### src/rtl/blake_seq_pkg.sv
// Shared types and constants for the BLAKE round/step sequencer.
// The width helper keeps index ports at least one bit wide for degenerate counts.
package blake_seq_pkg;

    typedef enum logic [1:0] {
        IDLE  = 2'd0,
        RUN   = 2'd1,
        DRAIN = 2'd2
    } seq_state_e;

    localparam int BLAKE512_ROUNDS = 16;
    localparam int BLAKE256_ROUNDS = 14;
    localparam int DEFAULT_RDY_LAT = 64;

    function automatic int idx_width(input int n);
        return (n > 2) ? $clog2(n) : 1;
    endfunction

endpackage

### src/rtl/blake_delay_line.sv
// Fixed-depth 1-bit shift register with synchronous clear; dout is din delayed
// by DEPTH cycles and any reports that at least one bit is still travelling.
module blake_delay_line #(
    parameter int DEPTH = 64
) (
    input  logic clk,
    input  logic rstb,
    input  logic clr,
    input  logic din,
    output logic dout,
    output logic any
);

    logic [DEPTH-1:0] shift_q;
    logic [DEPTH-1:0] shift_d;

    always_comb begin
        shift_d = '0;
        if (!clr) begin
            shift_d[0] = din;
            for (int i = 1; i < DEPTH; i++) begin
                shift_d[i] = shift_q[i-1];
            end
        end
    end

    always_ff @(posedge clk or negedge rstb) begin
        if (!rstb) begin
            shift_q <= '0;
        end else begin
            shift_q <= shift_d;
        end
    end

    assign dout = shift_q[DEPTH-1];
    assign any  = |shift_q;

endmodule

### src/rtl/blake_round_sequencer.sv
// Step/round sequencer for the BLAKE compression cores: walks the G-steps of
// every round, flags the final step, and raises rdy a fixed latency later.
module blake_round_sequencer
    import blake_seq_pkg::*;
#(
    parameter int ROUNDS          = BLAKE512_ROUNDS,
    parameter int STEPS_PER_ROUND = 4,
    parameter int RDY_LAT         = DEFAULT_RDY_LAT,
    parameter int OVERLAP         = 0,
    localparam int SW = idx_width(STEPS_PER_ROUND),
    localparam int RW = idx_width(ROUNDS)
) (
    input  logic          clk,
    input  logic          rstb,
    input  logic          start,
    input  logic          stall,
    input  logic          abort,
    output logic          busy,
    output logic [SW-1:0] step_idx,
    output logic [RW-1:0] round_idx,
    output logic          last_step,
    output logic          last_round,
    output logic          count_done,
    output logic          rdy,
    output logic          inflight
);

    localparam logic [SW-1:0] STEP_LAST  = SW'(STEPS_PER_ROUND - 1);
    localparam logic [RW-1:0] ROUND_LAST = RW'(ROUNDS - 1);
    localparam bit            OVL        = (OVERLAP != 0);

    seq_state_e    state_q, state_d;
    logic [SW-1:0] step_q,  step_d;
    logic [RW-1:0] round_q, round_d;

    always_ff @(posedge clk or negedge rstb) begin
        if (!rstb) begin
            state_q <= IDLE;
            step_q  <= '0;
            round_q <= '0;
        end else begin
            state_q <= state_d;
            step_q  <= step_d;
            round_q <= round_d;
        end
    end

    // abort outranks everything; counters only move in RUN without stall
    always_comb begin
        state_d = state_q;
        step_d  = step_q;
        round_d = round_q;
        if (abort) begin
            state_d = IDLE;
            step_d  = '0;
            round_d = '0;
        end else begin
            unique case (state_q)
                IDLE: begin
                    step_d  = '0;
                    round_d = '0;
                    if (start) begin
                        state_d = RUN;
                    end
                end
                RUN: begin
                    if (count_done) begin
                        step_d  = '0;
                        round_d = '0;
                        state_d = (OVL && start) ? RUN : DRAIN;
                    end else if (!stall) begin
                        if (step_q == STEP_LAST) begin
                            step_d  = '0;
                            round_d = (round_q == ROUND_LAST) ? '0 : round_q + RW'(1);
                        end else begin
                            step_d  = step_q + SW'(1);
                        end
                    end
                end
                DRAIN: begin
                    step_d  = '0;
                    round_d = '0;
                    if (OVL && start) begin
                        state_d = RUN;
                    end else if (rdy) begin
                        state_d = IDLE;
                    end
                end
                default: begin
                    state_d = IDLE;
                    step_d  = '0;
                    round_d = '0;
                end
            endcase
        end
    end

    always_comb begin
        busy       = (state_q != IDLE);
        step_idx   = step_q;
        round_idx  = round_q;
        last_step  = (state_q == RUN) && (step_q == STEP_LAST);
        last_round = (state_q == RUN) && (round_q == ROUND_LAST);
        count_done = last_step && last_round && !stall;
    end

    blake_delay_line #(
        .DEPTH(RDY_LAT)
    ) u_rdy_delay (
        .clk (clk),
        .rstb(rstb),
        .clr (abort),
        .din (count_done),
        .dout(rdy),
        .any (inflight)
    );

endmodule

### config.mk
export PLATFORM = sky130hd
export DESIGN_NAME = blake_round_sequencer
export DESIGN_NICKNAME = d
export VERILOG_FILES = /design/src/rtl/blake_seq_pkg.sv /design/src/rtl/blake_delay_line.sv /design/src/rtl/blake_round_sequencer.sv
export SDC_FILE = /design/constraint.sdc
export NUM_CORES = 1
export LEC_CHECK = 0
export ABC_AREA = 1
export BUFFER_PORTS_ARGS = -buffer_cell sky130_fd_sc_hd__buf_2
export CAP_MARGIN = 20
export CORE_UTILIZATION = 35
export DETAILED_ROUTE_END_ITERATION = 12
export SYNTH_ARGS = -nofsm -noshare
export SYNTH_HDL_FRONTEND = slang
export SYNTH_SLANG_ARGS = --single-unit
### constraint.sdc
create_clock -name clk -period 1.3 [get_ports clk]
set_input_delay 0.26 -clock clk [delete_from_list [all_inputs] [get_ports clk]]
set_output_delay 0.26 -clock clk [all_outputs]
set_load 0.02 [all_outputs]
Word-level counts from Yosys, hierarchy flattened --
Index checks and enable logic that the tools add are counted.
Word-level totals: register bits 72, bits of input ports 5, word-level logic and storage cells 42
Operators by class: add/subtract/negate cells 2, equal/unequal tests 9, mux-type cells 17, reductions and logical operators 10
Operators with widths (number):
- $mux 64 | 1
- $reduce_or 64->1 | 1
- $mux 4 | 6
- $mux 2 | 9
- $ne 3x2->1 const B | 2
- $pmux 2 s3 | 1
- $add 4x1->4 const B | 1
- $eq 2x2->1 const B | 2
- $eq 4x4->1 const B | 1
- $logic_and 1x1->1 | 4
- $ne 4x2->1 const B | 1
- $ne 4x3->1 const B | 1
- $ne 3x3->1 const B | 1
- $reduce_and 3->1 | 1
- $add 2x1->2 const B | 1
- $eq 2x1->1 const B | 1
- $logic_not 2->1 | 1
- $reduce_and 2->1 | 1
- $reduce_bool 2->1 | 1
- $logic_not 1->1 | 1

Longest topological paths before layout --
depth in word-level cells 7, gate-level depth with buffers 8

Modules after synthesis --
A second synthesis with hierarchy kept.
Unflattened totals: cell total of the unflattened synthesis 326, area total of the unflattened synthesis 2920.3 um^2
Modules (own cells, without submodules):
- blake_delay_line | times used 1, cells an instance 261, area an instance 2391.0 um^2, seq. area each 1601.5 um^2
- blake_round_sequencer | times used 1, cells an instance 65, area an instance 529.3 um^2, seq. area each 200.2 um^2

Least setup slack after synthesis --
Ideal clock, no wire load.
path type register to output, start reg step_q[0], in the netlist step_idx[0], end out count_done, data arrival time 1.209 ns, data required time 1.040 ns, setup slack -0.169 ns, cell stages (with the launch flop) 6, path buffers 0, path through dfrtp_1 ha_1 inv_1 nor2_4 nand3_2 inv_2
On the way: word-level cells in the longest chain between the ends 4
RTL lines:
- from (decl) | line blake_round_sequencer.sv:33 | logic [SW-1:0] step_q, step_d;
- from (signal assigned) | line blake_round_sequencer.sv:43 | step_q <= step_d;
- $eq 2x2->1 | line blake_round_sequencer.sv:102 | last_step = (state_q == RUN) && (step_q == STEP_LAST);
- $logic_and 1x1->1 | line blake_round_sequencer.sv:102
- net last_step | line blake_round_sequencer.sv:21 | output logic last_step,
- $logic_and 1x1->1 (2 in a row) | line blake_round_sequencer.sv:104 | count_done = last_step && last_round && !stall;
- to (decl) | line blake_round_sequencer.sv:23 | output logic count_done,
The timed path passes the listed nets, and every way through them passes these cells.

Final worst setup path --
start reg u_rdy_delay.shift_q[63], end out inflight
On the way: word-level cells in the longest chain between the ends 1
RTL lines:
- from (decl) | line blake_delay_line.sv:14 | logic [DEPTH-1:0] shift_q;
- from (signal assigned) | line blake_delay_line.sv:31 | shift_q <= shift_d;
- $reduce_or 64->1 | line blake_delay_line.sv:36 | assign any = |shift_q;
- to (decl) | line blake_round_sequencer.sv:25 | output logic inflight
No other way between the ends.

==> flow_summary_export.csv <==
group,metric,value,unit
logic_synthesis,syn-cell-area,2834,sq um
setup_path,worst_path_arrival_time,1.39,ns
hold_path,worst_hold_path.num_cells,3,
clocking,root_buffer,"clkbuf_8",
clocking,cts-buffers-inserted,9,
finish,post-route-util,47.07,%
finish,final_cell_count_no_fill,463,
global_route,grt_first_pass_wirelength,8.335,mm
logic_synthesis,synthDominantCellAreaShare,63.58,%
logic_synthesis,synth_fp_nets,310,
flow_run,drv.max_cap_violation_count,0,
sta,final.setup.worst_slack,-0.3524,ns
floorplanning,floorplan.initialDensity,36.49,%
placed_design,hpwl_after_dpl,3.000,mm
hold_path,hp-class,"input pin to flop",
logic_synthesis,yosysSeqAreaShare,63.58,%
setup_path,reg2reg_setup_slack,0.07,ns
sta,timing_hold_violations_final,0,
logic_synthesis,synthesis.yosys.warnings,0,
logic_synthesis,synth.top_cells.by_area,"dfrtp_1 (64%), nor2_1 (12%), inv_1 (8.6%)",
power,p_leak,1.849,nW
setup_path,critical_path.startpoint_type,"flop",
sta,timing.hold.ws,0.1975,ns
global_route,grt.total_usage,12.73,%
finish,areaGrowthSynthToFinish,29.01,%
clocking,clock-sinks,72,
finish,layout.cells.most_common_list,"nor2_1 (87), dfrtp_1 (67), inv_1 (63)",
global_route,grt_start_max_net_pins,62,
setup_path,worst-endpoint-required,1.04,ns
status,violations,"negative setup slack",
placed_design,placement.io_buffers,16,
finish,layout.nets,363,
sta,grt_setup_unrepaired,"yes",
power,powerDensity,1220,nW/um^2
routing,final_antenna_net_count,0,
hold_path,timing.hold.worst.start,"start",
setup_path,rr_startpoint,"step_idx[0]",
finish,layout.cell_area.non_filler,3656,sq um
setup_path,timing.critical_path.to_type,"primary output",
clocking,cts_max_level,3,
floorplanning,die-area,8461,sq um
logic_synthesis,yosys.area.top_type,"dfrtp_1",
global_route,antenna_found_initial,0,
floorplanning,placeableCoreArea,7767,sq um
logic_synthesis,avgSynthCellArea,9.353,sq um
floorplanning,ioPinCount,17,
setup_path,reg2reg_depth,7,
routing,routed_wire_length_per_instance,10.42,um
clocking,cts_tree,"done",
finish,n_fill_cell,773,
sta,worstMarginPinSlew,0.3237,ns
floorplanning,die_width,91.99,um
global_route,grt_pass1_vias,1901,
routing,wl,4.825,mm
routing,count_of_routing_violations_after_the_opening_detailed_route_iteration,118,
placed_design,pre_cts_ws,-0.03907,ns
global_route,globalRouteOverflowTotal,0,
floorplanning,die_height,91.99,um
setup_path,timing.critical_path.fanout_max,2,
logic_synthesis,ys_seq_elements,72,
sta,max_transition_viols_final,0,
sta,totalNegativeSetupSlack,-1.148,ns
logic_synthesis,synthesis.instances,303,
hold_path,worstHoldEndpoint,"state_q[0]",
logic_synthesis,synth_cell_type_count,22,
setup_path,r2r_end,"round_idx[2]",
placed_design,detailed_place.area,3184,sq um
placed_design,globalplace.congestion,0.7452,
clocking,clkSlewWorstSetupHoldPaths,0.08,ns
clocking,worst_skew_pair.late_latency,0.34,ns
sta,period_share,127.1,%
finish,mostFrequentLayoutCell,"nor2_1",
status,status,"finished, violations left",
routing,drcViolationCount,0,
setup_path,criticalPathCategory,"flop to primary output",
sta,fmax,0.6052,GHz
placed_design,placedCellCount,434,
routing,via_count,1921,
floorplanning,floorplan.rows,32,
routing,drt-pass1-iter-count,4,
sta,timing.final.setup_violations,5,
finish,sequential_cell_area,1808,sq um
power,fin_total_pwr,4.459,mW
finish,number_of_antenna_diodes,0,
finish,area_used_by_multi_input_combinational_logic,772.0,sq um
finish,final_layout_size_suffix_gt1_share,26.04,%
power,power.ir.vdd_worst,0.7650,mV
sta,final.min_clock_period,1.652,ns
sta,finalClockSkew,0.009172,ns
sta,slew-limit-headroom,78.42,%
clocking,clock_tree_buffer_depth,2,
routing,vias_per_cell,4.149,
-- worst max-delay path, cell delays in order, from the launching register on --
cell	delay (ns)
dfrtp_1	0.39
nor2_1	0.10
nand3_1	0.07
nor2_1	0.12
nand2_1	0.08
nor2_1	0.10
nand2_1	0.07
buf_6	0.13
-- timing repair --
item | 4_1_cts | 5_1_grt
setup buffers | 6 | 12
resized for setup | 28 | 20
hold buffers | 1 | 0
hold endpoints to repair | 72 | 0
cloned | 0 | 0
pin swaps | 8 | 9
setup endpoints to repair | 10 | 13
-- cells by family (layout without fill, tap and decap cells) --
logic type | count (synthesis) | in the layout | synth area share (%)
xor gates and xnor gates | 1 | 1 | 0.3091
buffers and inverters | 79 | 137 | 11.30
DFF | 72 | 72 | 63.58
adders and majority gates | 2 | 2 | 0.8829
AOI/OAI and AO/OA | 5 | 5 | 1.854
and+or+nand+nor | 144 | 144 | 22.08
-- cell type report --
class                           count  share of cell area, %
Sequential cell                    72                  49.45
Multi-Input combinational cell    152                  21.12
Timing Repair Buffer               49                  12.29
Inverter                           72                  7.598
Clock buffer                       11                  3.867
Tap cell                          102                  3.491
Clock inverter                      5                  2.190
-- worst max path at each step --
stage	start	endpoint	slack, ns	cells past startpoint
after floorplan	round_idx[0]	last_round	-0.03	3
after global placement	u_rdy_delay.shift_q[59]	inflight	-0.05	7
after detailed placement	u_rdy_delay.shift_q[43]	inflight	-0.04	7
after CTS	u_rdy_delay.shift_q[2]	inflight	-0.38	7
after global routing	u_rdy_delay.shift_q[59]	inflight	-0.51	7
final	u_rdy_delay.shift_q[63]	inflight	-0.35	7
-- state kept, by name, indices dropped and copies added, names as in the netlist --
register and cells:
step_idx 2, u_rdy_delay.shift_q 64, round_idx 4, state_q 2
-- Yosys cell counts --
cell type / n
nor2_1: 90
dfrtp_1: 72
inv_1: 65
nand2_1: 22
nand3_1: 18
nand4_1: 7
buf_4: 6
inv_2: 6
nor2_4: 3
ha_1: 2
a21oi_1: 1
buf_2: 1
clkinv_1: 1
nand2_4: 1
nand3_2: 1
nor2_2: 1
nor3_2: 1
o211ai_4: 1
o21ai_1: 1
o21ai_2: 1
o22ai_2: 1
xor2_1: 1
-- report_power, final --
part / switching (mW) / total [mW] / internal [mW]
clock: 0.808 / 1.94 / 1.13
sequential: 0.0137 / 2.26 / 2.25
combinational: 0.160 / 0.257 / 0.0979
-- routing by layer --
metal  share of wire (%)  vias up  track usage [%]
met5                   0        -                0
met4                 1.9        0            5.859
met3                 2.5        8            4.063
met2                  47       16            20.09
met1                  49      909            15.92
li1                    -      988                -
Power figures use the tool's default switching activity.
